**src/rtl/io_stage.sv**
```systemverilog
// Memory-response stage: holds one instruction, waits for the data-SRAM response,
// aligns/extends load data (incl. LWL/LWR merge) and feeds WB plus the decode bypass.
package cpu_core_params;
  localparam int CpuData = 32;
endpackage

package ex_stage_params;
  import cpu_core_params::*;
  typedef struct packed {
    logic               valid;
    logic [CpuData-1:0] program_count;
    logic               memory_request;
    logic [2:0]         load_op;
    logic [1:0]         address_low;
    logic [CpuData-1:0] alu_result;
    logic [CpuData-1:0] rt_value;
    logic               register_file_write_enabled;
    logic [4:0]         register_file_address;
    logic [4:0]         cp0_address_register;
    logic [2:0]         cp0_address_select;
    logic               move_to_cp0;
    logic               exception_valid;
    logic [4:0]         exception_code;
    logic               eret_flush;
    logic               in_delay_slot;
  } EXToIOData;
endpackage

package io_stage_params;
  import cpu_core_params::*;
  typedef struct packed {
    logic               valid;
    logic [CpuData-1:0] program_count;
    logic               register_file_write_enabled;
    logic [4:0]         register_file_address;
    logic [4:0]         cp0_address_register;
    logic [2:0]         cp0_address_select;
    logic               move_to_cp0;
    logic               exception_valid;
    logic [4:0]         exception_code;
    logic               eret_flush;
    logic               in_delay_slot;
    logic [CpuData-1:0] final_result;
    logic [3:0]         register_file_write_strobe;
  } IOToWBData;

  typedef struct packed {
    logic               valid;
    logic [4:0]         write_register;
    logic [3:0]         write_strobe;
    logic [CpuData-1:0] write_data;
    logic               data_pending;
  } IOToIDBackPassData;
endpackage

module io_stage
  import cpu_core_params::*, ex_stage_params::*, io_stage_params::*;
(
  input  logic              clock,
  input  logic              reset,
  input  EXToIOData         ex_to_io_bus,
  output logic              io_allow_in,
  input  logic              data_ram_data_ok,
  input  logic [CpuData-1:0] data_ram_read_data,
  input  logic              wb_allow_in,
  input  logic              flush,
  output IOToWBData         io_to_wb_bus,
  output IOToIDBackPassData io_to_id_back_pass_bus
);
  typedef enum logic [1:0] {S_EMPTY, S_HOLD, S_WAIT, S_DONE} state_t;

  localparam logic [2:0] OP_LW = 3'd0, OP_LB = 3'd1, OP_LBU = 3'd2, OP_LH = 3'd3,
                         OP_LHU = 3'd4, OP_LWL = 3'd5, OP_LWR = 3'd6;

  state_t             state, state_n;
  logic               discard, discard_n;
  EXToIOData          ex_r;
  logic [CpuData-1:0] rdata_r;
  logic               mem_ok, ready_go, accept;

  // A response owed to a flushed instruction never reaches the held one.
  assign mem_ok      = data_ram_data_ok & ~discard;
  assign ready_go    = (state == S_HOLD) | (state == S_DONE) | ((state == S_WAIT) & mem_ok);
  assign io_allow_in = (state == S_EMPTY) | (ready_go & wb_allow_in);
  assign accept      = ex_to_io_bus.valid & io_allow_in & ~flush;

  always_ff @(posedge clock or negedge reset) begin
    if (!reset) begin
      state   <= S_EMPTY;
      discard <= 1'b0;
    end else begin
      state   <= state_n;
      discard <= discard_n;
    end
  end

  always_comb begin
    state_n   = state;
    discard_n = discard;
    if (data_ram_data_ok && discard) discard_n = 1'b0;
    if (flush) begin
      state_n = S_EMPTY;
      if (state == S_WAIT && !mem_ok) discard_n = 1'b1;
    end else if (accept) begin
      state_n = ex_to_io_bus.memory_request ? S_WAIT : S_HOLD;
    end else if (ready_go && wb_allow_in) begin
      state_n = S_EMPTY;
    end else if (state == S_WAIT && mem_ok) begin
      state_n = S_DONE;
    end
  end

  always_ff @(posedge clock) begin
    if (accept) ex_r <= ex_to_io_bus;
    if (state == S_WAIT && mem_ok) rdata_r <= data_ram_read_data;
  end

  // Load alignment; response is passed straight through while in WAIT.
  logic [CpuData-1:0] ld, merge_d, merged, final_result;
  logic [7:0]         ld_byte;
  logic [15:0]        ld_half;
  logic [3:0]         merge_strb, strobe;
  logic [1:0]         n;

  assign n          = ex_r.address_low;
  assign ld         = (state == S_WAIT) ? data_ram_read_data : rdata_r;
  assign ld_byte    = ld[{n, 3'b000} +: 8];
  assign ld_half    = n[1] ? ld[31:16] : ld[15:0];
  assign merge_d    = (ex_r.load_op == OP_LWL) ? (ld << {~n, 3'b000}) : (ld >> {n, 3'b000});
  assign merge_strb = (ex_r.load_op == OP_LWL) ? (4'hF << ~n) : (4'hF >> n);

  for (genvar i = 0; i < 4; i++) begin : g_lane
    assign merged[8*i +: 8] = merge_strb[i] ? merge_d[8*i +: 8] : ex_r.rt_value[8*i +: 8];
  end

  always_comb begin
    final_result = ex_r.alu_result;
    strobe       = 4'hF;
    case (ex_r.load_op)
      OP_LW:  final_result = ld;
      OP_LB:  final_result = {{24{ld_byte[7]}}, ld_byte};
      OP_LBU: final_result = {24'd0, ld_byte};
      OP_LH:  final_result = {{16{ld_half[15]}}, ld_half};
      OP_LHU: final_result = {16'd0, ld_half};
      OP_LWL, OP_LWR: begin
        final_result = merged;
        strobe       = merge_strb;
      end
      default: ;
    endcase
  end

  always_comb begin
    io_to_wb_bus.valid                       = ready_go & (state != S_EMPTY) & ~flush;
    io_to_wb_bus.program_count               = ex_r.program_count;
    io_to_wb_bus.register_file_write_enabled = ex_r.register_file_write_enabled;
    io_to_wb_bus.register_file_address       = ex_r.register_file_address;
    io_to_wb_bus.cp0_address_register        = ex_r.cp0_address_register;
    io_to_wb_bus.cp0_address_select          = ex_r.cp0_address_select;
    io_to_wb_bus.move_to_cp0                 = ex_r.move_to_cp0;
    io_to_wb_bus.exception_valid             = ex_r.exception_valid;
    io_to_wb_bus.exception_code              = ex_r.exception_code;
    io_to_wb_bus.eret_flush                  = ex_r.eret_flush;
    io_to_wb_bus.in_delay_slot               = ex_r.in_delay_slot;
    io_to_wb_bus.final_result                = final_result;
    io_to_wb_bus.register_file_write_strobe  = strobe;

    io_to_id_back_pass_bus.valid          = (state != S_EMPTY) & ex_r.register_file_write_enabled;
    io_to_id_back_pass_bus.write_register = ex_r.register_file_address;
    io_to_id_back_pass_bus.write_strobe   = strobe;
    io_to_id_back_pass_bus.write_data     = final_result;
    io_to_id_back_pass_bus.data_pending   = (state == S_WAIT) & ~mem_ok;
  end
endmodule

```
**config.mk**
```make
export PLATFORM = sky130hd
export DESIGN_NAME = io_stage
export DESIGN_NICKNAME = d
export VERILOG_FILES = /design/src/rtl/io_stage.sv
export SDC_FILE = /design/constraint.sdc
export NUM_CORES = 1
export LEC_CHECK = 0
export CAP_MARGIN = 0
export CORE_MARGIN = 4
export CORE_UTILIZATION = 45
export DETAILED_ROUTE_END_ITERATION = 6
export GPL_TIMING_DRIVEN = 1
export PLACE_DENSITY_LB_ADDON = 0.1
export SETUP_SLACK_MARGIN = 0.4
export SYNTH_ARGS = -nofsm -noshare
export SYNTH_HDL_FRONTEND = slang
export SYNTH_SLANG_ARGS = --single-unit
```
**constraint.sdc**
```tcl
create_clock -name clock -period 5.4 [get_ports clock]
set_input_delay 1.08 -clock clock [delete_from_list [all_inputs] [get_ports clock]]
set_output_delay 1.08 -clock clock [all_outputs]
set_load 0.01 [all_outputs]
```
==> impl_metrics.env <==
export IMPL_status="complete, no violations"
export IMPL_setup_worst_path_end_class="output port"
export IMPL_skew_ps=8.01
export IMPL_finalCriticalPeriod_ps=4750
export IMPL_slew_headroom_pct=39.7
export IMPL_seqPwrFrac_pct=43.9
export IMPL_vdd_drop_max_mv=0.236
export IMPL_numCtsBuffers=17
export IMPL_syn_avg_cell_area_um2=12.0
export IMPL_ys_types=57
export IMPL_die_y_um=144
export IMPL_nFillCells=1393
export IMPL_dr_first_iter_drc_count=630
export IMPL_timing_rr_end="ex_r[23]"
export IMPL_tns_ps=0
export IMPL_wl_per_cell_um=24.1
export IMPL_crit_arrival_ps=3670
export IMPL_synth_fp_nets=849
export IMPL_finalSetupViolations=0
export IMPL_clock_power_share_pct=36.9
export IMPL_layout_common_cells="clkdlybuf4s50_1 (298), edfxtp_1 (156), nor2_1 (54), nand2_1 (54), mux2i_1 (47)"
export IMPL_crit_type="input port to output port"
export IMPL_cts_buffer_depth=2
export IMPL_cp_start_kind="input port"
export IMPL_num_antenna_cells=0
export IMPL_ant_nets=0
export IMPL_fin_area_um2=11300
export IMPL_finalHoldViolations=0
export IMPL_async_flop_share_pct=1.89
export IMPL_nNetsFinal=1046
export IMPL_yosys_warnings=0
export IMPL_initial_core_util_pct=45.8
export IMPL_place_hpwl_um=20400
export IMPL_hold_buffers=0
export IMPL_ios=299
export IMPL_syn_inst=686
export IMPL_clk_latency_ps=430
export IMPL_antenna_found_initial=0
export IMPL_internal_power_mw=2.41
export IMPL_reg2reg_depth=5
export IMPL_htreeDepth=4
export IMPL_drv_slew=0
export IMPL_fin_crit_sh_pct=88.0
export IMPL_grt_pass1_vias=6671
export IMPL_grt_pass1_wl_um=39900
export IMPL_vias=6388
export IMPL_layout_commonest_cell="clkdlybuf4s50_1"
export IMPL_cts_setup_buffers=0
export IMPL_synth_flop_cell="edfxtp_1"
export IMPL_die_w_um=144
export IMPL_rows=49
export IMPL_grt_max_degree=94
export IMPL_p_per_area_nw_per_um2=290
export IMPL_worstHoldPathType="register to register"
export IMPL_core_area_um2=18000
export IMPL_comb_power_share_pct=19.2
export IMPL_gp_congestion=0.952
export IMPL_min_delay_start="discard"
export IMPL_clock_root_buffer="clkbuf_16"
export IMPL_hold_depth=2
export IMPL_drive_gt1_share_pct=7.92
export IMPL_place_area_um2=10700
export IMPL_cts_tree="built"
export IMPL_cts_clk_slew_worst_paths_ps=70
export IMPL_max_clock_freq_ghz=0.210
export IMPL_drt_total_wl_um=27100
export IMPL_r2r_start="discard"
export IMPL_track_usage_pct=25.9
export IMPL_rrSetupSlack_ps=2960
export IMPL_ys_ff_latch=159
export IMPL_cp_required_ps=4320
export IMPL_syn_area_um2=8260
export IMPL_numPortBuffers=298
export IMPL_crit_path_max_fanout=13
export IMPL_cts_sinks=159
export IMPL_yosysSeqAreaShare_pct=57.6
export IMPL_post_route_drc_count=0
export IMPL_p_leak_nw=4.08
export IMPL_avgViaCountPerCell=5.68
export IMPL_overflow=0
export IMPL_p_sw_uw=881
export IMPL_dieArea_um2=20600
export IMPL_area_growth_synth_to_final_pct=37.3
export IMPL_rsz0062_at_grt="no"
export IMPL_synth_edff_count=156
export IMPL_min_to="discard"
export IMPL_drv_cap=0
export IMPL_tightest_slew_ps=879
export IMPL_firstDrtPassIters=5
export IMPL_switching_share_pct=26.7
[critical path: stages]
cell and delay (ps):
clkdlybuf4s50_1 510, mux2i_1 80, mux2_2 330, a21oi_1 210, o211a_2 450, a211oi_1 90
a21oi_1 270, clkdlybuf4s50_1 640
[worst max-delay path by stage]
stage                                 from          endpoint  slack, ps  cells past startpoint
finish               data_ram_read_data[7]  io_to_wb_bus[33]        650                      8
global route                      ex_r[89]  io_to_wb_bus[25]        470                      8
CTS                               state[0]  io_to_wb_bus[33]        410                      8
detailed placement   data_ram_read_data[7]  io_to_wb_bus[33]        530                      8
global placement    data_ram_read_data[23]  io_to_wb_bus[33]        620                      8
floorplan                 data_ram_data_ok          ex_r[23]       1780                      4
[routing by layer]
layer  share of wire [%]  GRT usage (%)
met2                  48           41.3
met1                  40           34.8
met5                   0              0
met4                 1.9           6.69
met3                  10           7.99
[layout make-up]
cell class                      count  area (µm²)  area share [%]
Clock buffer                       17         425            3.75
Clock inverter                     15         173            1.52
Inverter                           12        45.0           0.397
Multi-Input combinational cell    380        2550            22.5
Sequential cell                   159        4760            41.9
Tap cell                          229         287            2.53
Timing Repair Buffer              313        3110            27.4
[Yosys cell counts (5+ instances only)]
master    number  area [µm²]
nand3_1       11        55.1
buf_2         13        65.1
mux2i_1       47         470
inv_1         11        41.3
edfxtp_1     156        4680
buf_4         96         721
mux4_2         6         135
buf_1          5        18.8
o211ai_1      11        82.6
o32a_1         9        90.1
mux2_2         8        90.1
nor2b_1        6        37.5
clkbuf_1      17        63.8
nor3_1        12        60.1
o22a_1         9        78.8
nand2_1       54         203
o22ai_1       11        68.8
nor2_1        54         203
o21ai_0       29         145
o221ai_1       7        61.3
a21oi_1       41         205
[logic make-up (layout without fill, tap and decap cells)]
logic type	Yosys count	count (layout)	synth area share, %
buffers and inverters	147	357	11.7
and+or+nand+nor	156	156	8.37
muxes	65	65	9.09
DFF	159	159	57.6
AOI/OAI and AO/OA	159	159	13.2
[state kept, by name, summed over array words and instances (netlist names)]
register	count
n	2
io_to_id_back_pass_bus	5
io_to_wb_bus	50
state	2
discard	1
ex_r	67
rdata_r	32
[power groups by stage]
stage / Clock [mW] / Combinational [mW] / Sequential (mW)
after floorplan: 0 / 0.324 / 1.46
after global placement: 0 / 0.619 / 1.47
after detailed placement: 0 / 0.626 / 1.47
after CTS: 1.23 / 0.630 / 1.45
after global routing: 1.28 / 0.669 / 1.45
final: 1.22 / 0.632 / 1.45
[repair_timing]
| action | CTS | global route |
|---|---|---|
| setup endpoints to repair | 0 | 32 |
| hold endpoints to repair | 0 | 0 |
| resized for setup | 0 | 2 |
[stage by stage]
step / hold WS [ps] / utilization (%) / instances / total power, mW / setup slack (ps)
global route: 590 / 63.0 / 1125 / 3.40 / 471
floorplan: 508 / - / 686 / 1.79 / 1780
detailed placement: 538 / 59.6 / 1093 / 2.10 / 534
global placement: 525 / 59.6 / 1093 / 2.09 / 622
CTS: 548 / 62.9 / 1125 / 3.31 / 413
finish: 547 / 63.0 / 1125 / 3.30 / 646
No activity file was read; power rests on OpenSTA's default activity.
==> patch, RTL diff (same flow settings) <==
Re-encode `state_t` (4 states) as one-hot, 4 bits wide.
--- a/src/rtl/io_stage.sv
+++ b/src/rtl/io_stage.sv
@@ -68,5 +68,5 @@
   output IOToIDBackPassData io_to_id_back_pass_bus
 );
-  typedef enum logic [1:0] {S_EMPTY, S_HOLD, S_WAIT, S_DONE} state_t;
+  typedef enum logic [3:0] {S_EMPTY = 4'b0001, S_HOLD = 4'b0010, S_WAIT = 4'b0100, S_DONE = 4'b1000} state_t;
 
   localparam logic [2:0] OP_LW = 3'd0, OP_LB = 3'd1, OP_LBU = 3'd2, OP_LH = 3'd3,
Formal check against the unedited RTL: same outputs for any inputs over 4 cycles, from zero or initial values and one cycle with reset low; so few cycles prove little.
==> patch against the original RTL <==
Global-route usage is 0.85 points higher; via count is 5.0% higher; cell area is 2.9% higher; sequential cell count is 2 higher; wire length is 5.0% higher; cell count is 2.8% higher; count of clock-buffer cells in the layout stayed put; area after synthesis is 1.4% higher; utilization is 1.4 points higher; power is 1.6% lower; register-to-register slack worse by 630 ps; worst setup slack worse by 180 ps; highest routed layer unchanged.
==> patch: results (changes against the original RTL) <==
{
  "global_route": {
    "globalRouteTotalUtil": {"value": 26.8, "unit": "%", "change": "+0.85 points"},
    "grt_pass1_vias": {"value": 6828, "change": "+2.4%"},
    "maximum_number_of_pins_on_one_net_before_global_route_repair": {"value": 66, "change": "-30%"},
    "grt_pass1_wl": {"value": 41300, "unit": "µm", "change": "+3.4%"}
  },
  "worst_setup_path": {
    "timing.critical_path.arrival": {"value": 3850, "unit": "ps", "change": "+180 ps"},
    "critical-path-top-delay-family": "simple AND/OR/NAND/NOR gates",
    "critical-path-slowest-cell": "or4b_4",
    "max_fanout_on_critical_path": {"value": 21, "change": "+8"},
    "timing.critical_path.slowest_cell_delay": {"value": 620, "unit": "ps", "change": "-20 ps"}
  },
  "final_layout": {
    "post_route_cells_drive_above_1_share": {"value": 10.4, "unit": "%", "change": "+2.4 points"},
    "insertedDiodeCount": {"value": 0, "change": "unchanged"},
    "num-nets-final": {"value": 1077, "change": "+3.0%"},
    "fillerInstances": {"value": 1379, "change": "-1.0%"}
  },
  "timing": {
    "clock-skew-final": {"value": 14.6, "unit": "ps", "change": "+6.57 ps"},
    "slew-limit-headroom": {"value": 35.7, "unit": "%", "change": "-4.1 points"}
  },
  "detailed_routing": {
    "detail_route.iter0.violations": {"value": 573, "change": "-9.0%"},
    "vias_per_cell": {"value": 5.80, "change": "+2.2%"}
  },
  "placement": {
    "placedInstanceArea": {"value": 0.0110, "unit": "mm²", "change": "+2.8%"},
    "gp_weighted_congestion": {"value": 0.946, "change": "-0.67%"},
    "detailedPlacementHpwl": {"value": 21700, "unit": "µm", "change": "+6.7%"}
  },
  "pwr": {
    "power.share.switching": {"value": 26.9, "unit": "%", "change": "+0.13 points"},
    "leakagePower": {"value": 0.00430, "unit": "µW", "change": "+5.2%"},
    "power.ir.vdd_worst": {"value": 235, "unit": "µV", "change": "-0.24%"}
  },
  "yosys": {
    "post_synth_main_area_contributors": "edfxtp_1 (56%), buf_4 (8.7%), mux2i_1 (6.0%)",
    "synth_sequential_area_ratio": {"value": 57.4, "unit": "%", "change": "-0.19 points"},
    "net_count_after_synthesis": {"value": 858, "change": "+1.1%"},
    "synth.area.mux_share": {"value": 9.33, "unit": "%", "change": "+0.25 points"},
    "synth.top_cells.by_count": "edfxtp_1 (156), buf_4 (97), nand2_1 (64)",
    "number_of_library_cell_types_mapped_by_synthesis": {"value": 64, "change": "+12%"},
    "compound_gate_fraction_of_synth_area": {"value": 13.6, "unit": "%", "change": "+0.40 points"}
  },
  "run_status": {
    "result_of_the_run": "completed"
  },
  "cts": {
    "cts_made_buffers": {"value": 17, "change": "unchanged"},
    "clk_path_buf_depth": {"value": 2, "change": "unchanged"}
  }
}
[patch: final cells by class]
type                    instances  area, µm²  area share, %
well taps                     229        287           2.45
inverters                       9       33.8          0.289
clock buffers                  17        425           3.64
flip-flops and latches        161       4810           41.2
repair buffers                334       3270           28.0
multi-input cells             391       2670           22.8
clock inverters                15        188           1.61
[patch: worst reg2reg max path, stage by stage (launching register included)]
cell and delay (ps):
dfrtp_1 450, nor4bb_1 350, o311ai_0 290, nor2_1 190, or2_2 140, and3b_4 810, buf_12 460
[patch: logic make-up after synthesis]
| family | Yosys count |
|---|---|
| AO/OA/AOI/OAI | 166 |
| buffers and inverters | 143 |
| flip-flops | 161 |
| multiplexers | 65 |
| AND/OR/NAND/NOR | 160 |
[patch: power by group through the flow]
stage	Combinational [µW]	Clock [µW]	Sequential [µW]
2_1_floorplan	278	0	1470
3_3_place_gp	564	0	1480
3_5_place_dp	571	0	1480
4_1_cts	575	1230	1450
5_1_grt	611	1290	1460
6_report	576	1210	1450
[patch: worst paths after layout]
| kind | from | to | slack, ps | cells after the start |
|---|---|---|---|---|
| max | state[1]$_DFFE_PN0P_ | io_to_wb_bus[14] | 470 | 8 |
| min | discard$_DFF_PN0_ | discard$_DFF_PN0_ | 630 | 2 |
| max reg2reg | state[3]$_DFFE_PN0P_ | ex_r[69]$_DFFE_PP_ | 2330 | 6 |
| min reg2reg | discard$_DFF_PN0_ | discard$_DFF_PN0_ | 630 | 2 |
| max in group asynchronous | reset | state[0]$_DFFE_PN1P_ | 4280 | 1 |
| min in group asynchronous | reset | state[2]$_DFFE_PN0P_ | 860 | 1 |
[patch: timing repair]
| action | CTS | global route |
|---|---|---|
| pin swaps | 1 | 0 |
| endpoints found under the hold margin | 0 | 0 |
| buffers inserted | 1 | 0 |
| hold buffers | 0 | 0 |
| gates resized for setup | 2 | 3 |
| setup endpoints to repair | 45 | 22 |
[patch: stage by stage]
step,std cells,worst slack [ps]
global route,1156,370
detailed placement,1123,443
CTS,1156,406
finish,1156,467
global placement,1123,593
floorplan,695,1560
[patch: routing by layer]
layer	up-vias	part of all wire [%]	GRT usage [%]
li1	2996	-	-
met1	3289	39	34.4
met2	393	50	45.2
met3	28	9.4	7.31
met4	0	1.4	6.68
met5	-	0	0
